<file path="src/rtl/byte_unstriping_pkg.sv">
// byte_unstriping_pkg: mode codes and word lengths shared by byte_striping and byte_unstriping
package byte_unstriping_pkg;
    localparam logic [1:0] MODO8  = 2'b00;
    localparam logic [1:0] MODO16 = 2'b01;
    localparam logic [1:0] MODO32 = 2'b10;
    localparam logic [2:0] LEN8   = 3'd1;
    localparam logic [2:0] LEN16  = 3'd2;
    localparam logic [2:0] LEN32  = 3'd4;
    function automatic logic [2:0] word_len(input logic [1:0] s);
        return s == MODO16 ? LEN16 : s == MODO32 ? LEN32 : LEN8;
    endfunction
endpackage

</file>
<file path="src/rtl/byte_unstriping.sv">
// byte_unstriping: reassembles a serial byte stream (MSB byte first) into 8/16/32-bit words selected by S
module byte_unstriping
    import byte_unstriping_pkg::*;
(
    input  logic        clk,
    input  logic        reset,
    input  logic        enb,
    input  logic        valid_in,
    input  logic [7:0]  entrada8,
    input  logic [1:0]  S,
    output logic [7:0]  salida8,
    output logic [15:0] salida16,
    output logic [31:0] salida32,
    output logic        valid_out,
    output logic [1:0]  contador
);
    logic [1:0]       s_prev;
    logic [2:0][7:0]  acc;
    logic [2:0]       n;
    logic             chg;
    logic [1:0]       k;
    logic             last;
    always_comb begin
        n    = word_len(S);
        chg  = n != word_len(s_prev);
        k    = chg ? 2'd0 : contador;
        last = k == 2'(n - 3'd1);
    end
    always_ff @(posedge clk or negedge reset) begin
        if (!reset) begin
            s_prev    <= 2'd0;
            acc       <= '0;
            contador  <= 2'd0;
            valid_out <= 1'b0;
            salida8   <= 8'd0;
            salida16  <= 16'd0;
            salida32  <= 32'd0;
        end else begin
            valid_out <= 1'b0;
            if (enb) begin
                s_prev   <= S;
                contador <= k;
                if (valid_in) begin
                    contador  <= last ? 2'd0 : k + 2'd1;
                    valid_out <= last;
                    if (!last) acc[k] <= entrada8;
                    else if (n == LEN8) salida8 <= entrada8;
                    else if (n == LEN16) salida16 <= {acc[0], entrada8};
                    else salida32 <= {acc[0], acc[1], acc[2], entrada8};
                end
            end
        end
    end
endmodule

</file>
<file path="config.mk">
export PLATFORM = sky130hd
export DESIGN_NAME = byte_unstriping
export DESIGN_NICKNAME = d
export VERILOG_FILES = /design/src/rtl/byte_unstriping_pkg.sv /design/src/rtl/byte_unstriping.sv
export SDC_FILE = /design/constraint.sdc
export NUM_CORES = 1
export LEC_CHECK = 0
export ABC_AREA = 0
export BUFFER_PORTS_ARGS = -buffer_cell sky130_fd_sc_hd__buf_2
export CORE_MARGIN = 1.5
export CORE_UTILIZATION = 49
export DETAILED_ROUTE_END_ITERATION = 7
export PLACE_DENSITY_LB_ADDON = 0.25
export SETUP_SLACK_MARGIN = 0.05
export SLEW_MARGIN = 20
export SYNTH_ARGS = -nofsm -noshare
export SYNTH_HDL_FRONTEND = slang
export SYNTH_SLANG_ARGS = --single-unit
</file>
<file path="constraint.sdc">
create_clock -name clk -period 2.8 [get_ports clk]
set_clock_uncertainty 0.2 [all_clocks]
set_input_delay 0.28 -clock clk [delete_from_list [all_inputs] [get_ports clk]]
set_output_delay 0.28 -clock clk [all_outputs]
set_load 0.02 [all_outputs]
</file>
==> summary.md <==
| Metric | Value |
|---|---|
| I/O Buffers | `72` |
| Post-route design area | `4340 sq um` |
| Tcrit/Tclk final | `0.948` |
| Synth Area in XOR/XNOR | `0.00989` |
| Clock Pin Slew Worst Setup and Hold Paths | `80 ps` |
| Post-synthesis sequential area ratio | `0.600` |
| Syn Inst Count | `223` |
| Worst skew pair latency | `340 ps` |
| Tmin final | `2650 ps` |
| Site Rows | `30` |
| Hold Path Depth | `3` |
| Syn nets | `245` |
| Die area | `7750 sq um` |
| Nets | `334` |
| Max Cap Viol | `0` |
| R2r endpoint | `acc[19]` |
| Die Ht | `88.0 microns` |
| Final Max Slew Viols | `0` |
| Total wire length | `6.69 mm` |
| Core box area | `6910 sq um` |
| Synth Area in Adders | `0.0282` |
| Initial detailed-routing violation count | `64` |
| Ys async rst share | `1.00` |
| Crit-path max FO | `8` |
| Synthesized area per cell | `15.9 sq um` |
| # diodes | `0` |
| Layout cells sized above 1 | `0.595` |
| Placed standard-cell area | `4090 sq um` |
| Vias in the first global route | `2155` |
| Sink Count | `85` |
| CP Launch Point | `s_prev[1]` |
| Compound-gate portion of the synthesized area | `0.0413` |
| R2R depth | `11` |
| Worst slew pin tran | `582 ps` |
| Multiplexer share of the synthesized area | `0.265` |
| Primary FF master, synth | `dfrtp_1` |
| Pwr Density | `657 nW/um^2` |
| DRT Pass-1 Iters | `4` |
| Synthesized area | `3540 sq um` |
| #FFs+latches synth | `85` |
| Peak VDD IR | `300 uV` |
| Placer Congestion | `0.769` |
| Grt ovf | `0` |
| H-tree depth | `3` |
| DRT antenna net count | `0` |
| HPWL after detailed placement | `4.64 mm` |
| Core Util, Final | `0.628` |
| RSZ-0062 raised after global routing | `false` |
| Via count | `2093` |
| Hold Vio Cnt, Final | `0` |
| Via-to-Cell Ratio | `5.08` |
| Yosys warns | `0` |
| Status | `finished clean` |
| Leakage | `2.32 nW` |
| Reg-to-reg slack, setup | `150 ps` |
| Critical Path Sink | `acc[19]` |
| Number of flops mapped to enable cells by yosys | `0` |
| Fin Setup TNS | `0 ps` |
| Distinct cells, synth | `31` |
| Worst R2R Start | `s_prev[1]` |
| Buffer depth of the longest clock path | `2` |
| Non-filler instance count after layout | `412` |
| GRT Util Overall | `0.186` |
| TritonCTS clock tree | `yes` |
| Worst hold path class | `in -> reg` |
| Routed wire per std cell | `16.2 microns` |
| CP Launch Type | `register` |
| Finish-stage setup viols | `0` |
| Crit path DAT | `2680 ps` |
| WP data required | `2830 ps` |
| Die Width | `88.0 microns` |
| Relative slew slack | `0.612` |
| I/O Pins | `73` |
| Root Driver | `clkbuf_8` |
| Setup CP Type | `reg -> reg` |
| Critical Path End Type | `register` |
| DRC | `0` |
| CTS buffer count | `9` |
| Largest family of logic cells by synthesized area | `multiplexers` |
| Area Overhead vs Synth | `22.5%` |
| First-pass GRT wire length | `10.7 mm` |
| Cells after DPL | `394` |
| Largest net degree at the start of global routing | `46` |
| Peak Freq | `0.377 GHz` |
| Post-Synth Simple-Gate Area | `0.0381` |
| Antenna violations before repair | `0` |
| Initial core utilization | `0.513` |
[worst min path at each step]
stage / startpoint / endpoint / slack, ps
final: S[1] / s_prev[1] / 10
after global routing: S[1] / s_prev[1] / 30
after CTS: S[1] / s_prev[1] / 9
after detailed placement: reset / salida16[9] / 120
after global placement: reset / salida16[9] / 120
after floorplan: reset / acc[0] / -220
[cell type report]
type,instances,area (sq um)
clock buffers,9,124
clock inverters,6,71.3
fillers,579,2570
inverters,7,26.3
multi-input cells,125,1390
flip-flops and latches,85,2130
well taps,96,120
repair buffers,84,478
[synth_stat cells (2+ instances only)]
master	number	area share
mux2_4	10	0.042
inv_1	7	0.0074
mux2_2	68	0.22
dfrtp_1	85	0.60
nand2_1	8	0.0085
nor2b_1	2	0.0035
o21ai_0	2	0.0028
nor2_1	2	0.0021
mux2_1	2	0.0064
xor2_1	3	0.0074
ha_1	8	0.028
a211oi_4	3	0.017
buf_2	4	0.0056
a32o_1	2	0.0056
[metrics by stage]
stage	hold slack, ps	setup slack [ps]	power, mW
after floorplan	-216	46.0	1.83
after global placement	118	145	1.99
after detailed placement	120	95.1	2.01
after CTS	8.71	124	2.86
after global routing	31.6	19.0	2.99
final	11.2	146	2.85
[placed cells by master, fill, tap and decap left out, types with 3 or more instances in the layout]
cell,n
a211oi_4,3
buf_2,71
buf_4,8
clkbuf_8,9
dfrtp_1,85
ha_1,6
inv_1,7
mux2_2,68
mux2_4,10
nand2_1,6
[registers in the layout, summed over array words and instances, names as in the netlist]
| signal | count |
|---|---|
| salida16 | 16 |
| salida32 | 32 |
| acc | 24 |
| salida8 | 8 |
| contador | 2 |
| s_prev | 2 |
| valid_out | 1 |
[power by group]
part	internal [mW]	leakage [nW]	switching, mW
Sequential	1.39	1.14	0.104
Combinational	0.233	1.09	0.265
Clock	0.415	0.0923	0.440
Total	2.04	2.32	0.809
[per-layer routing]
metal / global-route usage / part of all wire / up-vias
met1: 0.263 / 0.48 / 1075
li1: - / - / 960
met2: 0.281 / 0.47 / 47
met3: 0.0462 / 0.037 / 11
met4: 0.0682 / 0.016 / 0
met5: 0 / 0 / -
[timing repair]
action,CTS,global route
gates resized for setup,0,5
endpoints found under the hold margin,44,0
hold buffers,2,0
setup buffers,0,1
endpoints found under the setup margin,0,23
[cell families after synthesis]
| logic type | count (synthesis) |
|---|---|
| buffers and inverters | 13 |
| DFF | 85 |
| and+or+nand+nor | 20 |
| xor gates and xnor gates | 4 |
| muxes | 80 |
| adders and majority gates | 8 |
| AOI/OAI and AO/OA | 13 |
[worst max-delay path, cell delays in order (launching register included)]
cell      delay, ps
dfrtp_1         400
inv_1            70
ha_1            180
xor2_1          410
nor3_4          110
nand2_2         120
buf_4           120
ha_1            150
nand2_1          90
a211oi_4        180
buf_6           180
mux2_2          330
Note: power is estimated with default switching activity, not from simulation.
